### src/rtl/countdown_timer.sv
// countdown_timer: loadable, restartable down-counter with a small control FSM.
// All state updates on the falling edge of NEclk. Reset is synchronous and
// active-low. A one-cycle terminal-count pulse (tc) marks each expiry; with
// auto_reload the counter reloads from the reload register and keeps running.
module countdown_timer #(
    parameter int BITS = 29
) (
    input  logic            NEclk,
    input  logic            reset,
    input  logic            Enable,
    input  logic            load,
    input  logic [BITS-1:0] load_value,
    input  logic            start,
    input  logic            pause,
    input  logic            auto_reload,
    output logic [BITS-1:0] count,
    output logic            tc,
    output logic            busy,
    output logic            expired
);

    localparam logic [1:0] ST_IDLE    = 2'd0;
    localparam logic [1:0] ST_RUN     = 2'd1;
    localparam logic [1:0] ST_PAUSED  = 2'd2;
    localparam logic [1:0] ST_EXPIRED = 2'd3;

    localparam logic [BITS-1:0] CNT_ZERO = {BITS{1'b0}};
    localparam logic [BITS-1:0] CNT_ONE  = {{(BITS-1){1'b0}}, 1'b1};

    logic [1:0]      state_r;
    logic [1:0]      state_nx_s;
    logic [BITS-1:0] count_r;
    logic [BITS-1:0] count_nx_s;
    logic [BITS-1:0] reload_r;
    logic [BITS-1:0] reload_nx_s;
    logic            tc_nx_s;
    logic            tc_r;
    logic            busy_r;
    logic            expired_r;

    // Next-state decode: load beats start/pause, which beat the Enable decrement.
    always_comb begin
        state_nx_s  = state_r;
        count_nx_s  = count_r;
        reload_nx_s = reload_r;
        tc_nx_s     = 1'b0;
        if (load) begin
            reload_nx_s = load_value;
            count_nx_s  = load_value;
            state_nx_s  = ST_IDLE;
        end else begin
            case (state_r)
                ST_IDLE: begin
                    // A zero period has nothing to count, so start is ignored.
                    if (start && (count_r != CNT_ZERO)) begin
                        state_nx_s = ST_RUN;
                    end else begin
                        state_nx_s = ST_IDLE;
                    end
                end
                ST_RUN: begin
                    if (pause) begin
                        state_nx_s = ST_PAUSED;
                    end else if (Enable) begin
                        // Expiry is caught at 1, so the count never wraps below 0.
                        if (count_r == CNT_ONE) begin
                            tc_nx_s = 1'b1;
                            if (auto_reload) begin
                                count_nx_s = reload_r;
                                state_nx_s = ST_RUN;
                            end else begin
                                count_nx_s = CNT_ZERO;
                                state_nx_s = ST_EXPIRED;
                            end
                        end else begin
                            count_nx_s = count_r - CNT_ONE;
                        end
                    end else begin
                        count_nx_s = count_r;
                    end
                end
                ST_PAUSED: begin
                    if (start && !pause) begin
                        state_nx_s = ST_RUN;
                    end else begin
                        state_nx_s = ST_PAUSED;
                    end
                end
                ST_EXPIRED: begin
                    if (start && (reload_r != CNT_ZERO)) begin
                        count_nx_s = reload_r;
                        state_nx_s = ST_RUN;
                    end else begin
                        count_nx_s = CNT_ZERO;
                        state_nx_s = ST_EXPIRED;
                    end
                end
                default: begin
                    state_nx_s = ST_IDLE;
                end
            endcase
        end
    end

    // State, count, reload and registered status flags; reset overrides everything.
    always_ff @(negedge NEclk) begin
        if (!reset) begin
            state_r   <= ST_IDLE;
            count_r   <= CNT_ZERO;
            reload_r  <= CNT_ZERO;
            tc_r      <= 1'b0;
            busy_r    <= 1'b0;
            expired_r <= 1'b0;
        end else begin
            state_r   <= state_nx_s;
            count_r   <= count_nx_s;
            reload_r  <= reload_nx_s;
            tc_r      <= tc_nx_s;
            busy_r    <= (state_nx_s == ST_RUN) || (state_nx_s == ST_PAUSED);
            expired_r <= (state_nx_s == ST_EXPIRED);
        end
    end

    assign count   = count_r;
    assign tc      = tc_r;
    assign busy    = busy_r;
    assign expired = expired_r;

endmodule

### config.mk
export PLATFORM = sky130hd
export DESIGN_NAME = countdown_timer
export DESIGN_NICKNAME = d
export VERILOG_FILES = /design/src/rtl/countdown_timer.sv
export SDC_FILE = /design/constraint.sdc
export NUM_CORES = 1
export LEC_CHECK = 0
export ABC_AREA = 1
export ABC_CLOCK_PERIOD_IN_PS = 2900
export BUFFER_PORTS_ARGS = -buffer_cell sky130_fd_sc_hd__buf_2
export CAP_MARGIN = 40
export CORE_AREA = 2 2 112 114
export CTS_CLUSTER_DIAMETER = 120
export CTS_CLUSTER_SIZE = 8
export DETAILED_ROUTE_END_ITERATION = 8
export DIE_AREA = 0 0 114 116
export PLACE_DENSITY = 0.51
export SLEW_MARGIN = 15
export SYNTH_ARGS = -nofsm -noshare
export SYNTH_HDL_FRONTEND = slang
export SYNTH_SLANG_ARGS = --single-unit
### constraint.sdc
create_clock -name NEclk -period 2.9 [get_ports NEclk]
set_input_delay 0.145 -clock NEclk [delete_from_list [all_inputs] [get_ports NEclk]]
set_output_delay 0.145 -clock NEclk [all_outputs]
set_load 0.05 [all_outputs]
==> impl_metrics.tcl, run 1 <==
set metrics [dict create \
    io_pins 68 \
    ys_seq_elements 63 \
    cts_resized 0 \
    combPwrFrac 0.226 \
    drt-initial-drc-count 356 \
    core_area_sq_mm 0.01191 \
    startpoint_type "flop" \
    final_cells 956 \
    p_int_mw 2.013 \
    timing.final.ws_setup_ps 46.78 \
    synth.largest_area_cell "dfxtp_1" \
    drt_pass1_iterations 5 \
    multi_input_area_sq_mm 0.002521 \
    grt_max_degree 31 \
    cts_buffers 9 \
    finalHoldViolations 0 \
    relSlewSlack 0.5930 \
    cts_hold_buf 0 \
    detail-route-antenna-nets 0 \
    wl_per_cell_microns 15.53 \
    slew_viol_final 0 \
    drc 0 \
    netlist_instances 678 \
    worstHoldPathType "flop to flop" \
    syn_to_final_growth_pct 26.32 \
    postSynth.asyncResetShare 0 \
    endpoint_kind "output port" \
    worst-path-buf-inv 1 \
    syn_nets 717 \
    fin_worst_skew_ps 20.78 \
    worstPathMaxFanout 6 \
    gp_congestion 0.8802 \
    worst_pin_slew_ps 609.6 \
    syn_area_per_cell_sq_um 6.059 \
    power_density_mw_per_mm2 624.4 \
    nets 843 \
    finalSetupTns_ps 0 \
    peakVddDrop_v 0.0002803 \
    grt_pass1_vias 4905 \
    clk_path_buf_depth 2 \
    drive_above_1_share 0.1656 \
    cts.sinks 63 \
    dp_hpwl_mm 10.34 \
    initial_core_util 0.3449 \
    setup_viol 0 \
    synth_cell_types 30 \
    required_ps 2760 \
    clock-root-buffer "clkbuf_16" \
    overflow 0 \
    seqPwrFrac 0.311 \
    leakage_nw 2.654 \
    netSwitchingPower_mw 1.227 \
    routed_via_density 5.204 \
    die-area_sq_mm 0.01322 \
    critPathArrivalTime_ps 2710 \
    synth_edf_count 0 \
    critical_path_class "flop to output port" \
    clk-insertion-delay-late_ps 410 \
    drt-total-wl_mm 14.84 \
    htree_levels 3 \
    num_rows 40 \
    vias 4975 \
    pwr-share-clk 0.463 \
    antenna_found_initial 0 \
    path_cells "buf_2" \
    grt_pass1_wl_mm 23.51 \
    nFillCells 1330 \
    antenna_cells 0 \
    critPathSlowestCell "dfxtp_1" \
    tritoncts "done" \
    synth_ff_type "dfxtp_1" \
    groute.usage.overall 0.2288 \
    pre_cts_ws_ps 82.81 \
    synth.area.top_cells "dfxtp_1 (31%), nand2_1 (18%), a21oi_1 (11%)" \
    place.detailed.instances 878 \
    netSwitchingFraction 0.3786 \
    path_clk_slew_ps 40 \
    yosys_warnings 0 \
    yosysTopAreaCellShare 0.3070 \
    status "finished, final reports clean" \
    cpPeakStageDelay_ps 520 \
    post_cts_buffers 0 \
    rsz0062_at_grt "false" \
    syn_area_sq_mm 0.004108 \
    portBuffers 67 \
    ys_seq_area_frac 0.3070 \
    seq_area_sq_mm 0.001261 \
    drv_cap 0 \
    die_y_microns 116 \
    die_w_microns 114 \
    cp_top_family "flip-flops" \
]
## metrics by stage
stage          power (mW)  hold slack (ps)  area [sq um]    util
4_1_cts             3.289            481.5          5189  0.4356
5_1_grt             3.465            502.8          5189  0.4356
3_5_place_dp        1.876            476.0          4646  0.3900
6_report            3.240            478.3          5189  0.4356
3_3_place_gp        1.869            469.7          4646  0.3900
2_1_floorplan       1.655            452.8          4109       -
## worst register-to-register path, delay by kind of cell (launching register included)
kind            cells  cell delay, ps
compound gates      1              80
flops               1             310
fa+ha+maj           1             280
buf+inv             3             250
simple gates        6            1130
## worst paths after layout
path	start	endpoint	slack [ps]	cells past startpoint
min	reload_r[4]	reload_r[4]	480	2
max	count[18]	count[18]	50	1
min reg2reg	reload_r[4]	reload_r[4]	480	2
max reg2reg	count[22]	busy	730	11
## power groups by stage
stage | sequential, mW | combinational (mW) | clock, mW
after floorplan | 1.12 | 0.403 | 0.134
after global placement | 1.02 | 0.720 | 0.134
after detailed placement | 1.02 | 0.725 | 0.134
after CTS | 1.01 | 0.730 | 1.55
after global routing | 1.01 | 0.812 | 1.64
final | 1.01 | 0.733 | 1.50
## metal layers
metal	share of wire	GRT usage	wire length (microns)
met1	0.45	0.2669	6689
met2	0.46	0.3687	6791
met3	0.065	0.07897	966
met4	0.027	0.1285	395
met5	0	0	0
## kinds of logic (layout without fill, tap and decap cells)
group	Yosys count	in the layout	synth area share
AND/OR/NAND/NOR	374	374	0.4036
adder cells (fa/ha/maj)	3	3	0.009139
buffers and inverters	81	212	0.07920
flip-flops	63	63	0.3070
XOR/XNOR	8	8	0.01706
AO/OA/AOI/OAI	149	149	0.1840
## sequential cells by signal, summed over array words and instances, names as in the netlist
register	count
tc	1
expired	1
busy	1
state_r	2
count	29
reload_r	29
## Yosys cell counts, types with 3 or more instances
cell,instances
or2_2,3
ha_1,3
a21oi_1,89
inv_2,5
nand3_1,58
dfxtp_1,63
nand2_2,7
o21ai_1,10
nor2_1,70
nor2_4,7
o21ai_0,48
nor2_2,8
buf_1,3
nand4_1,15
nor3_1,3
nand2_1,195
buf_2,5
inv_1,44
clkbuf_1,21
xor2_1,6
## layout by cell type, fill, tap and decap left out, drive strengths merged, types with 2 or more instances in the layout
cell type	count
nand2	204
inv	113
a21oi	89
nor2	85
buf	85
dfxtp	63
nand3	58
o21ai	58
nand4	15
clkbuf	9
xor2	6
nor3	4
or2	3
ha	3
clkinvlp	3
and2	2
nand3b	2
xnor2	2
bufinv	2
## area by class of cell
class,count,share of cell area
clock buffer,9,0.04340
clock inverter,70,0.06197
inverter,48,0.03472
multi-input combinational,534,0.4859
sequential,63,0.2431
tap,147,0.03545
timing repair buffer,85,0.09549
No activity file was read; power rests on OpenSTA's default activity.
==> run 2: changes to the inputs <==
ABC_CLOCK_PERIOD_IN_PS = 2700   (was 2900)
CORE_AREA = 2 2 90 92   (was 2 2 112 114)
DIE_AREA = 0 0 92 94   (was 0 0 114 116)
PLACE_DENSITY = 0.75   (was 0.51)
SLEW_MARGIN = 30   (was 15)
clock period = 2.7 ns   (was 2.9 ns; I/O delays follow)
==> run 2 against run 1 <==
  * Via count increased by 4.2%
  * Non-clock buffer count increased by 4
  * Sequential cell count unchanged
  * Clock power decreased by 7%
  * First-iteration DRC count increased by 21%
  * Design area decreased by 1.9%
  * Combinational power increased by 9.0%
  * Worst setup slack got worse by 14 ps
  * Utilization increased by 23 points
  * Die area decreased by 35%
  * Hold slack improved by 13 ps
  * Critical path type unchanged
  * Critical endpoint is now count[2]
  * Highest routed layer unchanged
==> impl_metrics.tcl, run 2 (same netlist as run 1, synthesis figures left out) <==
set metrics [dict create \
    status "finished, final reports clean" \
    wl_per_cell_microns 15.20 \
    finalSetupTns_ps 0 \
    critical_path_class "flop to output port" \
    path_clk_slew_ps 30 \
    cts_buffers 9 \
    syn_to_final_growth_pct 23.91 \
    timing.final.ws_setup_ps 32.94 \
    die_w_microns 92 \
    final_common_cell "nand2_1" \
    critPathArrivalTime_ps 2530 \
    clk-insertion-delay-late_ps 400 \
    core_area_sq_mm 0.007607 \
    finalHoldViolations 0 \
    drt-total-wl_mm 13.91 \
    clock-root-buffer "clkbuf_8" \
    slew_viol_final 0 \
    drv_cap 0 \
    cpPeakStageDelay_ps 470 \
    final_cell_mix "nand2_1 (195), inv_1 (108), a21oi_1 (89), nor2_1 (70), buf_2 (65)" \
    place.detailed.instances 837 \
    io_pins 68 \
    cts.sinks 63 \
    num_rows 32 \
    htree_levels 3 \
    grt_pass1_wl_mm 22.98 \
    die_y_microns 94 \
    peakVddDrop_v 0.0003905 \
    holdWs_ps 490.9 \
    relSlewSlack 0.6162 \
    nets 847 \
    final_cells 915 \
    tritoncts "done" \
    pre_cts_ws_ps -36.59 \
    fin_worst_skew_ps 18.38 \
    detail-route-antenna-nets 0 \
    initial_core_util 0.5400 \
    worst-path-buf-inv 1 \
    die-area_sq_mm 0.008648 \
    drc 0 \
    final_util 0.6691 \
    worst_pin_slew_ps 573.6 \
    endpoint_kind "output port" \
    gp_congestion 0.9716 \
    total_power_mw 3.263 \
    final_cell_area_sq_mm 0.005090 \
    dp_hpwl_mm 9.467 \
    cp_top_family "flip-flops" \
    path_cells "buf_2" \
    critPathSlowestCell "dfxtp_1" \
    rsz0062_at_grt "false" \
    setup_viol 0 \
    grt_pass1_vias 4995 \
    drt_pass1_iterations 6 \
    groute.usage.overall 0.3366 \
    clk_path_buf_depth 2 \
    drt-initial-drc-count 431 \
    r2r_slack_ps 440 \
    portBuffers 67 \
    vias 5183 \
    startpoint_type "flop" \
    antenna_cells 0 \
    antenna_found_initial 0 \
    drive_above_1_share 0.1685 \
    worstPathMaxFanout 7 \
    worstHoldPathType "flop to flop" \
    required_ps 2570 \
    power_density_mw_per_mm2 641.1 \
    overflow 0 \
    grt_max_degree 32 \
    routed_via_density 5.664 \
    leakage_nw 2.648 \
    place_area_sq_mm 0.004619 \
]
## run 2: changes by cell type in the layout (fill, tap and decap cells not counted), sizes merged
cell | before | now
bufinv | 2 | 3
inv | 113 | 114
buf | 85 | 88
clkinvlp | 3 | 1
clkbuf | 9 | 10
## run 2: worst min-delay path: cells and delay by family, from the launching register on
family           cells  cell delay, ps
flip-flops           1             320
AND/OR/NAND/NOR      1              70
AO/OA/AOI/OAI        1              50
## run 2: path summary, 6_finish.rpt
check	depth (start not counted)	endpoint	startpoint
worst max register to register	13	busy	count[25]
worst max-delay path	1	count[2]	count[2]
worst min register to register	2	reload_r[1]	reload_r[1]
worst min-delay path	2	reload_r[1]	reload_r[1]
## run 2: where the power goes
group	total (mW)	internal [mW]	switching, mW
registers	1.08	1.00	0.0753
clock network	1.39	0.729	0.661
logic	0.799	0.245	0.554
## run 2: what timing repair did
item                       4_1_cts  5_1_grt
resized for setup                1        1
setup endpoints to repair        1        1
hold buffers                     0        0
pin swaps                        0        0
buffers inserted                 0        0
hold endpoints to repair         0        0
## run 2: layout make-up
| type | count | area [sq um] |
|---|---|---|
| multi-input cells | 534 | 2521 |
| fillers | 740 | 2517 |
| well taps | 102 | 127.6 |
| repair buffers | 89 | 530.5 |
| clock inverters | 70 | 345.3 |
| inverters | 48 | 180.2 |
| flip-flops and latches | 63 | 1261 |
| clock buffers | 9 | 123.9 |
## run 2: layer usage
layer / GRT usage / up-vias / routed length [microns]
met5: 0 / - / 0
met2: 0.5539 / 255 / 6577
met1: 0.3941 / 2396 / 5704
met3: 0.09310 / 53 / 1162
li1: - / 2479 / -
met4: 0.1953 / 0 / 463
